[src/rtl/t3_pkg.sv]
// Shared types and constants for the serial byte front end and the byte queue behind it.
// The state encoding is shared so the queue side can decode the deserializer state directly.
package t3_pkg;

    typedef enum logic {
        RECEIVING = 1'b0,
        FULL      = 1'b1
    } deser_state_t;

    localparam int BYTE_W = 8;

endpackage : t3_pkg

[src/rtl/rise_detect.sv]
// Single-flop 0->1 edge detector for slow level strobes.
// The history flop follows the level on every clock so a held level never re-triggers.
module rise_detect (
    input  logic clock_1MHz,
    input  logic rst,
    input  logic level_in,
    output logic pulse_out
);

    logic level_q;

    always_ff @(posedge clock_1MHz) begin
        if (!rst) begin
            level_q <= 1'b0;
        end else begin
            level_q <= level_in;
        end
    end

    assign pulse_out = level_in & ~level_q;

endmodule : rise_detect

[src/rtl/serial_byte_deserializer.sv]
// Collects WIDTH serial bits (LSB first, one per write_in rising edge) into a word
// and holds it with data_ready_out until the downstream stage acknowledges it.
module serial_byte_deserializer
    import t3_pkg::*;
#(
    parameter int WIDTH = BYTE_W
) (
    input  logic                       clock_1MHz,
    input  logic                       rst,
    input  logic                       data_in,
    input  logic                       write_in,
    input  logic                       ack_in,
    output logic                       status_out,
    output logic                       data_ready_out,
    output logic [WIDTH-1:0]           data_out,
    output logic [$clog2(WIDTH+1)-1:0] bit_count_out,
    output logic                       overrun_out
);

    localparam int CNT_W = $clog2(WIDTH + 1);
    localparam logic [CNT_W-1:0] LAST_BIT = CNT_W'(WIDTH - 1);

    deser_state_t     state_q;
    deser_state_t     state_nxt;
    logic             wr_edge;
    logic             active_q;
    logic [WIDTH-1:0] shift_q;
    logic [WIDTH-1:0] word_q;
    logic [CNT_W-1:0] bit_count_q;
    logic             overrun_q;
    logic             word_done;

    rise_detect u_write_edge (
        .clock_1MHz (clock_1MHz),
        .rst        (rst),
        .level_in   (write_in),
        .pulse_out  (wr_edge)
    );

    assign word_done = (state_q == RECEIVING) && wr_edge && (bit_count_q == LAST_BIT);

    always_ff @(posedge clock_1MHz) begin
        if (!rst) begin
            state_q <= RECEIVING;
        end else begin
            state_q <= state_nxt;
        end
    end

    // ack_in only matters once a word is parked; while receiving it is ignored.
    always_comb begin
        state_nxt = state_q;
        case (state_q)
            RECEIVING: if (word_done) state_nxt = FULL;
            FULL:      if (ack_in)    state_nxt = RECEIVING;
            default:   state_nxt = RECEIVING;
        endcase
    end

    always_ff @(posedge clock_1MHz) begin
        if (!rst) begin
            active_q    <= 1'b0;
            shift_q     <= '0;
            word_q      <= '0;
            bit_count_q <= '0;
            overrun_q   <= 1'b0;
        end else begin
            active_q <= 1'b1;
            if (state_q == RECEIVING) begin
                if (wr_edge) begin
                    shift_q <= {data_in, shift_q[WIDTH-1:1]};
                    if (word_done) begin
                        word_q      <= {data_in, shift_q[WIDTH-1:1]};
                        bit_count_q <= '0;
                    end else begin
                        bit_count_q <= bit_count_q + 1'b1;
                    end
                end
            end else if (wr_edge) begin
                // Bit arrives with nowhere to go: drop it, even if ack_in frees the slot on this edge.
                overrun_q <= 1'b1;
            end
        end
    end

    // active_q keeps status_out low for the reset edge itself.
    assign status_out     = active_q && (state_q == RECEIVING);
    assign data_ready_out = (state_q == FULL);
    assign data_out       = word_q;
    assign bit_count_out  = bit_count_q;
    assign overrun_out    = overrun_q;

endmodule : serial_byte_deserializer

[config.mk]
export PLATFORM = sky130hd
export DESIGN_NAME = serial_byte_deserializer
export DESIGN_NICKNAME = d
export VERILOG_FILES = /design/src/rtl/t3_pkg.sv /design/src/rtl/rise_detect.sv /design/src/rtl/serial_byte_deserializer.sv
export SDC_FILE = /design/constraint.sdc
export NUM_CORES = 1
export LEC_CHECK = 0
export ABC_CLOCK_PERIOD_IN_PS = 1500
export BUFFER_PORTS_ARGS = -buffer_cell sky130_fd_sc_hd__buf_2
export CAP_MARGIN = 15
export CORE_MARGIN = 5
export CORE_UTILIZATION = 51
export CTS_CLUSTER_SIZE = 25
export DETAILED_ROUTE_END_ITERATION = 6
export PLACE_DENSITY = 0.74
export SETUP_SLACK_MARGIN = 0.1
export SLEW_MARGIN = 10
export SYNTH_ARGS = -nofsm -noshare
export SYNTH_HDL_FRONTEND = slang
export SYNTH_SLANG_ARGS = --single-unit
[constraint.sdc]
create_clock -name clock_1MHz -period 1.5 [get_ports clock_1MHz]
set_input_delay 0.3 -clock clock_1MHz [delete_from_list [all_inputs] [get_ports clock_1MHz]]
set_output_delay 0.3 -clock clock_1MHz [all_outputs]
set_load 0.02 [all_outputs]
; ---- Word level (Yosys, flattened, before mapping)
; Index checks and enable logic that the tools add are counted.
[word_totals]
register_bits = 24
in_bits = 5
out_inout_bits = 15
[classes]
addsub = 1
eq_ne = 1
mux = 5
n_bitwise = 3
n_reduce_logical = 6
[op_table]
columns = cell, n
row1 = 4-bit by 1-bit adder with 4-bit output (second input constant), 1
row2 = 4-bit by 3-bit equality test with 1-bit output (second input constant), 1
row3 = 4-bit 2-to-1 mux, 1
row4 = 2-bit AND reduction, 2
row5 = 1-bit logical AND, 3
row6 = 1-bit 2-to-1 mux, 3
row7 = 3-bit AND reduction, 1
row8 = 1-bit inverter, 2
row9 = 1-bit one-hot mux with 2 select lines, 1
row10 = 1-bit bitwise AND, 1

; ---- Depth between registers and ports, before layout
; Gate-level depths: netlist (run 1).
[depth]
depth_word = 6
mapped_depth = 5
mapped_depth_nobuf = 4

; ---- By module
; Synthesis (run 1) repeated with hierarchy kept, for this count alone.
[unflattened]
cells_unflattened = 99
area_unflattened_um2 = 924.6
[by_module_without_submodules]
columns = module, instances, cells_per_inst, area_each_um2
row1 = serial_byte_deserializer, 1, 96, 884.6
row2 = rise_detect, 1, 3, 40.0

; ---- Worst setup path before layout (run 1)
; Ideal clock, no wire load.
[synth_timing]
path_kind = register to register
from = register state_q, in the netlist data_ready_out
to = register word_q[0], in the netlist data_out[0]
t_arrival_ns = 1.405
setup_slack_ns = 0.024
path_stages_with_launch = 6
n_path_buf = 2
synth_period_minus_slack_ns = 1.476
path_cell_list = dfxtp_1 or3b_1 buf_6 nor3_4 buf_6 mux2i_1
[synth_via]
elab_chain_cells = 4
[synth_lines]
columns = item, line
row1 = start: declaration, serial_byte_deserializer.sv:23  ; deser_state_t state_q;
row2 = start signal: assignment, serial_byte_deserializer.sv:46  ; state_q <= state_nxt;
row3 = 1-bit inverter (no line) *, -
row4 = 1-bit logical AND (2 in series), serial_byte_deserializer.sv:40  ; assign word_done = (state_q == RECEIVING) && wr_edge && (bit_count_q == LAST_BIT);
row5 = 3-bit AND reduction (no line) *, -
row6 = end signal: assignment, serial_byte_deserializer.sv:73  ; word_q <= {data_in, shift_q[WIDTH-1:1]};
row7 = end: declaration, serial_byte_deserializer.sv:28  ; logic [WIDTH-1:0] word_q;
; Every way passes the cells marked *; elsewhere a longest branch is shown, timed or not.
; A chain may end at the register's enable or synchronous reset.

; ---- Worst setup path in the final report (run 1)
[layout_timing]
from = register bit_count_q[0], in the netlist bit_count_out[0]
to = register word_q[1], in the netlist data_out[1]
[layout_via]
elab_chain_cells = 3
[layout_lines]
columns = item, line
row1 = start: declaration, serial_byte_deserializer.sv:29  ; logic [CNT_W-1:0] bit_count_q;
row2 = start signal: assignment, serial_byte_deserializer.sv:76  ; bit_count_q <= bit_count_q + 1'b1;
row3 = 4-bit by 3-bit equality test with 1-bit output, serial_byte_deserializer.sv:40
row4 = 1-bit logical AND, serial_byte_deserializer.sv:40
row5 = 3-bit AND reduction (no line), -
; Every way passes these cells.

==> summary.txt, run 1 <==
Drt
  – # DRC: 0
  – WL final: 1540 um
  – Drt pass-1 iters: 4
  – Via count: 684
  – Routed length per instance: 10.7 um
  – First-iteration detailed-routing DRC count: 7
  – DR vias/cell: 4.75
  – ANT nets after route: 0

Yosys
  – Compound-cell area share of the yosys netlist: 8.16%
  – Post-synth EDFFs: 0
  – Ys flop type: dfxtp_1
  – XOR/XNOR share of the synthesized area: 0.952%
  – Post-synthesis sequential area ratio: 50.1%
  – Cell variety after synth: 20
  – Largest cells by area after synthesis: dfxtp_1, nand2_1, mux2i_1, a21boi_0, buf_6
  – Post-synthesis cell count: 99
  – Asr flop ratio synth: 0%
  – Largest family of logic cells by synthesized area: simple AND/OR/NAND/NOR gates
  – FF+latch count, synth: 23
  – Cell Area, Synth: 920 um2
  – Simple-Gate Fraction of Synth Area: 24.4%
  – Avg Cell Area, Syn: 9.29 um2
  – Share of the synthesized area in the top cell type: 50.1%
  – Adder-cell area share of the yosys netlist: 1.36%
  – Post-synthesis mux area share: 10.9%
  – Syn nets: 105
  – Synth warnings: 0
  – Synth area leader: dfxtp_1

Global route
  – Total grt overflow: 0
  – Global-route wire length before repair: 2380 um
  – Met3 GRT Util: 2.56%
  – Vias in the first global route: 574
  – Met2 GRT Util: 18.4%
  – Antenna violations before repair: 0
  – Largest net degree at the start of global routing: 34
  – Gr busiest metal: met2
  – GR Util All Layers: 12.0%
  – Routing usage on met1: 15.0%

Timing
  – Clock Skew: 4.83 ps
  – Final period utilization: 91.7%
  – Final setup vio count: 0
  – Slew HR: 66.6%
  – Post-Route Setup TNS: 0 ps
  – RSZ-0062 raised after global routing: true
  – Final Hold Viols: 0
  – Minimum clock period: 1370 ps
  – Worst Max-Slew Pin Slew: 501 ps
  – Max Fclk: 727 MHz
  – Pins Over Slew Limit: 0

Placed design
  – Port-buffer cells: 19
  – Dpl cells: 140
  – RD Place Congestion: 0.675
  – Hpwl dp: 1030 um

Worst setup path
  – WP data required: 1750 ps
  – Worst endpoint data arrival time: 1620 ps
  – Worst-path maximum fanout: 10
  – Setup Crit Path Kind: reg -> reg
  – Startpoint Class: register
  – Crit. End Element: register

Die
  – Die area: 0.00275 mm2
  – Core Rows: 15
  – Core Box Area: 0.00173 mm2
  – Die Wd: 52.5 um
  – # IOs: 20
  – Initial Util: 53.3%
  – Die Ht: 52.5 um

Min path
  – Worst hold path class: in -> reg

Layout
  – Layout Cells excl Fill: 144
  – P&R area growth vs syn: 16.9%
  – Nets: 126
  – Final-layout fill cell count: 171
  – Share of cells above drive strength 1: 24.4%
  – Ant diodes: 0

Clocking
  – Clk slew on worst S/H paths: 130 ps
  – Num CTS Buffers: 3
  – H-tree Lvls: 1
  – CTS tree: built
  – Clk buf depth: 2
  – # hold bufs at CTS: 0
  – Clock Sinks: 23
  – Clock root cell: clkbuf_4
  – Later-pin clock latency in the skew report: 310 ps

Flow run
  – Max-cap viol count: 0

Power and ir drop
  – Leakage dissipation: 0.441 nW
  – PwrDens: 916 mW/mm2
  – Peak supply drop: 0.552 mV

Run status
  – Status: finished, final reports clean
[kinds of logic after synthesis]
kind of cell,Yosys count
buffers and inverters,6
xor gates and xnor gates,1
adders and majority gates,1
and+or+nand+nor,48
AOI/OAI and AO/OA,10
muxes,10
DFF,23
[layout by cell type (no fill, tap or decap)]
master / Yosys / layout
nor2_1: 1 / 1
nor2b_1: 1 / 1
and3b_1: 1 / 1
dfxtp_4: 0 / 1
clkbuf_4: 0 / 3
mux2i_1: 10 / 10
nor3b_1: 2 / 2
ha_1: 1 / 1
nand2b_1: 1 / 1
xnor2_1: 1 / 1
or3b_1: 1 / 1
nand4_1: 1 / 1
buf_4: 0 / 2
a21boi_0: 8 / 8
nor3_4: 1 / 1
dfxtp_2: 0 / 1
buf_2: 1 / 19
dfxtp_1: 23 / 21
nand2_1: 37 / 37
clkinv_2: 0 / 1
buf_12: 0 / 1
and2b_1: 1 / 1
o21a_1: 2 / 2
and2_1: 1 / 1
[per-stage QoR]
stage	total power [W]	cell area (um2)	utilization [%]	setup slack [ps]	hold slack [ps]
after floorplan	0.000693	923	-	137	328
after global placement	0.000713	1050	60.6	111	440
after detailed placement	0.000714	1050	60.6	92.0	444
after CTS	0.000994	1070	62.2	124	216
after global routing	0.00103	1070	62.2	42.6	230
final	0.000985	1070	62.2	125	232
[state kept, by name (all words and copies together), names as in the netlist]
register / flops
u_write_edge.level_q: 1
data_ready_out: 1
bit_count_out: 4
active_q: 1
overrun_out: 1
data_out: 8
shift_q: 7
[worst max-delay path: stages (launching register included)]
cell     delay, ps
dfxtp_1        420
ha_1           230
nand2_1        110
nor3_4         210
buf_12         160
mux2i_1        190
[metal layers]
| layer | up-vias | share of wire [%] |
|---|---|---|
| met5 | - | 0 |
| met4 | 0 | 1.8 |
| met3 | 4 | 4.0 |
| met2 | 10 | 46 |
| met1 | 310 | 48 |
| li1 | 360 | - |
[worst paths after layout]
path | startpoint | end | slack (ps) | cells past startpoint
worst min-delay path | data_in | data_out[7] | 230 | 3
worst max register to register | bit_count_out[0] | data_out[1] | 130 | 5
worst max-delay path | bit_count_out[0] | data_out[1] | 130 | 5
worst min register to register | data_out[5] | data_out[5] | 460 | 2
[synthesized netlist by cell type, types with 2 or more instances]
cell	n
a21boi_0	8
buf_6	2
clkbuf_1	3
dfxtp_1	23
mux2i_1	10
nand2_1	37
nor3b_1	2
o21a_1	2
[where the power goes]
part	total [W]	leakage (nW)	switching, W	internal (W)
registers	0.000629	0.188	0.00000904	0.000620
clock network	0.000283	0.0177	0.000184	0.0000996
logic	0.0000727	0.236	0.0000440	0.0000286
[area by class of cell]
type / count / area [um2] / share of cell area [%]
clock buffers: 3 / 22.5 / 2.10
clock inverters: 1 / 5.00 / 0.466
multi-input cells: 70 / 420 / 39.1
flip-flops and latches: 23 / 465 / 43.3
well taps: 25 / 31.3 / 2.91
repair buffers: 22 / 130 / 12.1
[what timing repair did]
| action | CTS | global route |
|---|---|---|
| setup buffers | 0 | 0 |
| endpoints found under the hold margin | 0 | 0 |
| endpoints found under the setup margin | 0 | 1 |
| gates resized for setup | 0 | 1 |
(Power assumes the default switching activity.)
==> inputs of run 2 (changes only) <==
--- a/config.mk
+++ b/config.mk
@@ -8,11 +8,13 @@
 export ABC_CLOCK_PERIOD_IN_PS = 1500
 export BUFFER_PORTS_ARGS = -buffer_cell sky130_fd_sc_hd__buf_2
 export CAP_MARGIN = 15
+export CELL_PAD_IN_SITES_DETAIL_PLACEMENT = 0
+export CELL_PAD_IN_SITES_GLOBAL_PLACEMENT = 1
 export CORE_MARGIN = 5
-export CORE_UTILIZATION = 51
+export CORE_UTILIZATION = 38
 export CTS_CLUSTER_SIZE = 25
 export DETAILED_ROUTE_END_ITERATION = 6
-export PLACE_DENSITY = 0.74
+export PLACE_DENSITY = 0.73
 export SETUP_SLACK_MARGIN = 0.1
 export SLEW_MARGIN = 10
 export SYNTH_ARGS = -nofsm -noshare
==> run 2 against run 1 <==
Sequential share of layout area hardly changed. Global-route usage decreased by 1.2 points. Routed wire length rose by 5.6%. Worst hold slack worse by 6.5 ps. Combinational power rose by 1%. Highest routed layer unchanged. Largest power group unchanged. Critical path type unchanged. Design area increased by 0.23%.
==> summary.txt, run 2 (synthesis results as in run 1) <==
Layout
  – Largest register FFs: 8
  – Most frequent cells in the layout: nand2_1, dfxtp_1, buf_2, mux2i_1, a21boi_0
  – Core Util, Final: 47.8%
  – Share of cells above drive strength 1: 26.7%
  – Ant diodes: 0
  – P&R area growth vs syn: 17.1%
  – Most common cell after layout, fill and taps aside: nand2_1
  – Nets: 127

Worst setup path
  – Worst endpoint data arrival time: 1560 ps
  – Startpoint Class: register
  – Setup Crit Path Kind: reg -> reg
  – R2r startpoint: data_ready_out
  – Critical-path cell list: or3b_4 > nor3_4 > buf_4 > mux2i_1
  – Critical-path top delay cell: or3b_4
  – R2R cell count: 4
  – Slowest Stage Delay on Critical Path: 390 ps
  – Crit. End Element: register
  – Worst-path maximum fanout: 6
  – Worst Setup SP: data_ready_out
  – WP data required: 1740 ps

Power and ir drop
  – Peak supply drop: 0.546 mV
  – PwrDens: 914 mW/mm2
  – Leakage dissipation: 0.444 nW

Placed design
  – Hpwl dp: 1140 um
  – RD Place Congestion: 0.663
  – Pre-CTS setup slack: 103 ps
  – Port-buffer cells: 19

Timing
  – Clock Skew: 5.21 ps
  – Final setup vio count: 0
  – Final WS setup: 181 ps
  – Slew HR: 66.7%
  – Final Hold Viols: 0
  – RSZ-0062 raised after global routing: true
  – Post-Route Setup TNS: 0 ps
  – Max Fclk: 758 MHz
  – Pins Over Slew Limit: 0
  – Minimum clock period: 1320 ps
  – Worst Max-Slew Pin Slew: 499 ps
  – Final period utilization: 87.9%

Clocking
  – Clk buf depth: 2
  – Clk slew on worst S/H paths: 130 ps
  – CTS tree: built
  – Post-CTS setup buffers: 0
  – H-tree Lvls: 1
  – Clock Sinks: 23
  – Num CTS Buffers: 3
  – Clock root cell: clkbuf_4
  – Later-pin clock latency in the skew report: 300 ps

Min path
  – Hold Path Depth: 2
  – HP Start: write_in
  – Worst hold path class: in -> reg

Die
  – # IOs: 20
  – Die Ht: 59.2 um
  – Core Rows: 17
  – Die Wd: 59.2 um
  – Core Box Area: 0.00225 mm2
  – Initial Util: 40.8%
  – Die area: 0.00350 mm2

Global route
  – Global-route wire length before repair: 2860 um
  – Largest net degree at the start of global routing: 34
  – Vias in the first global route: 656
  – GR Util All Layers: 10.8%
  – Total grt overflow: 0
  – Antenna violations before repair: 0

Drt
  – Routed length per instance: 11.0 um
  – Via count: 670
  – # DRC: 0
  – Drt pass-1 iters: 3
  – ANT nets after route: 0
  – DR vias/cell: 4.53
  – WL final: 1620 um
  – First-iteration detailed-routing DRC count: 7

Run status
  – Status: finished, final reports clean

Flow run
  – Max-cap viol count: 0
[run 2: cell type report]
class	instances	area, um2
clock buffer	3	22.5
clock inverter	1	5.00
fill	243	1180
multi-input combinational	70	423
sequential	23	467
tap	28	35.0
timing repair buffer	23	125
[run 2: critical path, delay by kind of cell (launching register included)]
kind	cells	cell delay (ps)
buf+inv	1	170
flops	1	380
mux	1	190
simple gates	2	520
[run 2: worst paths after layout]
path / slack [ps] / end
worst max-delay path: 180 / data_out[4]
worst min-delay path: 230 / u_write_edge.level_q
worst max register to register: 180 / data_out[4]
worst min register to register: 460 / data_out[3]
[run 2: what timing repair did]
item / 4_1_cts / 5_1_grt
gates resized for setup: 0 / 3
endpoints found under the setup margin: 0 / 8
hold buffers: 0 / 0
hold endpoints to repair: 0 / 0
[run 2: report_power, final]
part / total (W) / internal [W] / switching [W]
clock: 0.000282 / 0.0000994 / 0.000182
combinational: 0.0000737 / 0.0000298 / 0.0000439
sequential: 0.000630 / 0.000621 / 0.00000885
total: 0.000985 / 0.000750 / 0.000235
[run 2: per-stage QoR]
step                cells  total power, W  cell area [um2]  hold WS [ps]
floorplan              99        0.000693              923           328
global placement      144        0.000715             1040           441
detailed placement    144        0.000715             1040           449
CTS                   148        0.000989             1070           222
global route          148         0.00104             1080           230
finish                148        0.000985             1080           226
[run 2: per-layer routing]
layer | vias up | share of wire, % | GRT usage, %
met5 | - | 0 | 0
met4 | 0 | 1.2 | 5.83
met3 | 2 | 5.4 | 2.61
met2 | 10 | 42 | 14.8
met1 | 295 | 51 | 15.1
li1 | 363 | - | -
==> inputs of run 3 (changes only) <==
--- a/config.mk
+++ b/config.mk
@@ -5,16 +5,16 @@
 export SDC_FILE = /design/constraint.sdc
 export NUM_CORES = 1
 export LEC_CHECK = 0
-export ABC_CLOCK_PERIOD_IN_PS = 1500
+export ABC_CLOCK_PERIOD_IN_PS = 1670
 export BUFFER_PORTS_ARGS = -buffer_cell sky130_fd_sc_hd__buf_2
 export CAP_MARGIN = 15
 export CELL_PAD_IN_SITES_DETAIL_PLACEMENT = 0
 export CELL_PAD_IN_SITES_GLOBAL_PLACEMENT = 1
 export CORE_MARGIN = 5
-export CORE_UTILIZATION = 38
+export CORE_UTILIZATION = 41
 export CTS_CLUSTER_SIZE = 25
 export DETAILED_ROUTE_END_ITERATION = 6
-export PLACE_DENSITY = 0.73
+export PLACE_DENSITY = 0.78
 export SETUP_SLACK_MARGIN = 0.1
 export SLEW_MARGIN = 10
 export SYNTH_ARGS = -nofsm -noshare
==> constraint.sdc (replaced) <==
create_clock -name clock_1MHz -period 1.67 [get_ports clock_1MHz]
set_input_delay 0.334 -clock clock_1MHz [delete_from_list [all_inputs] [get_ports clock_1MHz]]
set_output_delay 0.334 -clock clock_1MHz [all_outputs]
set_load 0.02 [all_outputs]
==> run 3 against run 2 <==
Final cell count shrank 0.68%. Die area shrank 6.1%. Fmax shrank 8.1%. Worst hold slack gained 35 ps. Design area shrank 1.3%. Critical path depth is the same. Critical path type unchanged. First-iteration DRC count grew to 3.0 times the previous value. Non-clock buffer count shrank 1. Clock power shrank 11%.
==> summary.txt, run 3 (synthesis results as in run 1) <==
Clocking
  – H-tree Lvls: 1
  – Clk slew on worst S/H paths: 120 ps
  – CTS tree: built
  – Clk buf depth: 2
  – # hold bufs at CTS: 0
  – Clock root cell: clkbuf_4
  – Num CTS Buffers: 3
  – Cts repair resizes: 0
  – Post-CTS setup buffers: 0
  – Clock Sinks: 23
  – Later-pin clock latency in the skew report: 300 ps

Drt
  – ANT nets after route: 0
  – First-iteration detailed-routing DRC count: 21
  – Routed length per instance: 11.1 um
  – Via count: 680
  – # DRC: 0
  – DR vias/cell: 4.63
  – WL final: 1630 um
  – Drt pass-1 iters: 4

Die
  – Core Rows: 17
  – # IOs: 20
  – Initial Util: 42.4%
  – Core Box Area: 0.00217 mm2
  – Die Ht: 57.4 um
  – Die area: 0.00329 mm2
  – Die Wd: 57.4 um

Placed design
  – Placed inst area: 0.00103 mm2
  – Hpwl dp: 1150 um
  – Port-buffer cells: 19
  – RD Place Congestion: 0.764

Global route
  – Vias in the first global route: 675
  – GR Util All Layers: 11.2%
  – Total grt overflow: 0
  – Antenna violations before repair: 0
  – Global-route wire length before repair: 2900 um
  – Largest net degree at the start of global routing: 34

Run status
  – Status: finished, final reports clean

Worst setup path
  – Worst-path maximum fanout: 10
  – Crit. End Element: register
  – FF-to-FF End: data_out[5]
  – R2R cell count: 4
  – WP data required: 1910 ps
  – R2r startpoint: data_ready_out
  – R2r setup slk: 230 ps
  – Worst endpoint data arrival time: 1680 ps
  – Startpoint Class: register
  – Setup Crit Path Kind: reg -> reg

Timing
  – Clock Skew: 2.80 ps
  – Minimum clock period: 1440 ps
  – Final setup vio count: 0
  – Final Hold Viols: 0
  – Max Fclk: 697 MHz
  – Slew HR: 67.0%
  – RSZ-0062 raised after global routing: false
  – Pins Over Slew Limit: 0
  – Final hold slack: 261 ps
  – Worst Max-Slew Pin Slew: 494 ps
  – Post-Route Setup TNS: 0 ps
  – Final period utilization: 85.9%

Power and ir drop
  – Peak supply drop: 0.422 mV
  – PwrDens: 829 mW/mm2
  – Pwr Total: 0.000882 W
  – Leakage dissipation: 0.435 nW

Min path
  – Worst hold path class: in -> reg
  – HP Start: write_in
  – Hold path endpoint: u_write_edge.level_q
  – Hold Path Depth: 2

Layout
  – Most common cell after layout, fill and taps aside: nand2_1
  – Share of cells above drive strength 1: 21.8%
  – Nets: 126
  – Largest register FFs: 8
  – Post-route cell area: 0.00106 mm2
  – Ant diodes: 0
  – Most frequent cells in the layout: nand2_1, dfxtp_1, buf_2, mux2i_1, a21boi_0
  – P&R area growth vs syn: 15.6%

Flow run
  – Max-cap viol count: 0
-- run 3: changes by cell type in the layout (fill, tap and decap cells not counted) --
cell / previous run / this run
buf_4: 4 / 2
buf_6: 0 / 1
clkbuf_1: 0 / 1
clkinv_2: 1 / 0
dfxtp_1: 20 / 23
dfxtp_2: 2 / 0
dfxtp_4: 1 / 0
or3b_1: 0 / 1
or3b_4: 1 / 0
-- run 3: critical path, cell delays in order, from the launching register on --
cell,delay [ps]
dfxtp_1,360
or3b_1,440
nor3_4,180
buf_6,180
mux2i_1,200
-- run 3: how the worst max path moves through the flow --
stage / startpoint / to / depth (start not counted) / slack [ps]
final: data_ready_out / data_out[5] / 4 / 230
after global routing: data_ready_out / data_out[2] / 4 / 130
after CTS: data_ready_out / data_out[2] / 4 / 180
after detailed placement: write_in / data_out[5] / 5 / 150
after global placement: write_in / data_out[5] / 5 / 190
after floorplan: data_ready_out / data_out[0] / 5 / 190
-- run 3: where the power goes --
part            total, W  internal, W  switching [W]  leakage [nW]
Sequential      0.000566     0.000558     0.00000816         0.186
Clock           0.000252    0.0000931       0.000159        0.0150
Combinational  0.0000639    0.0000253      0.0000386         0.234
Total           0.000882     0.000677       0.000205         0.435
-- run 3: metal layers --
layer  global-route usage [%]  part of all wire (%)  vias up
met5                        0                     0        -
met4                     5.96                  0.86        0
met3                     3.17                   4.2        2
met2                     18.1                    46       11
met1                     13.2                    49      307
li1                         -                     -      360
-- run 3: layout make-up --
class	count	area (um2)
Fill cell	239	1110
Sequential cell	23	460
Multi-Input combinational cell	70	420
Timing Repair Buffer	22	121
Tap cell	28	35.0
Clock buffer	4	26.3
-- run 3: through the flow --
step	instances	worst slack, ps	utilization, %
2_1_floorplan	99	194	-
3_3_place_gp	143	193	47.6
3_5_place_dp	143	147	47.6
4_1_cts	147	178	48.8
5_1_grt	147	126	49.0
6_report	147	235	49.0
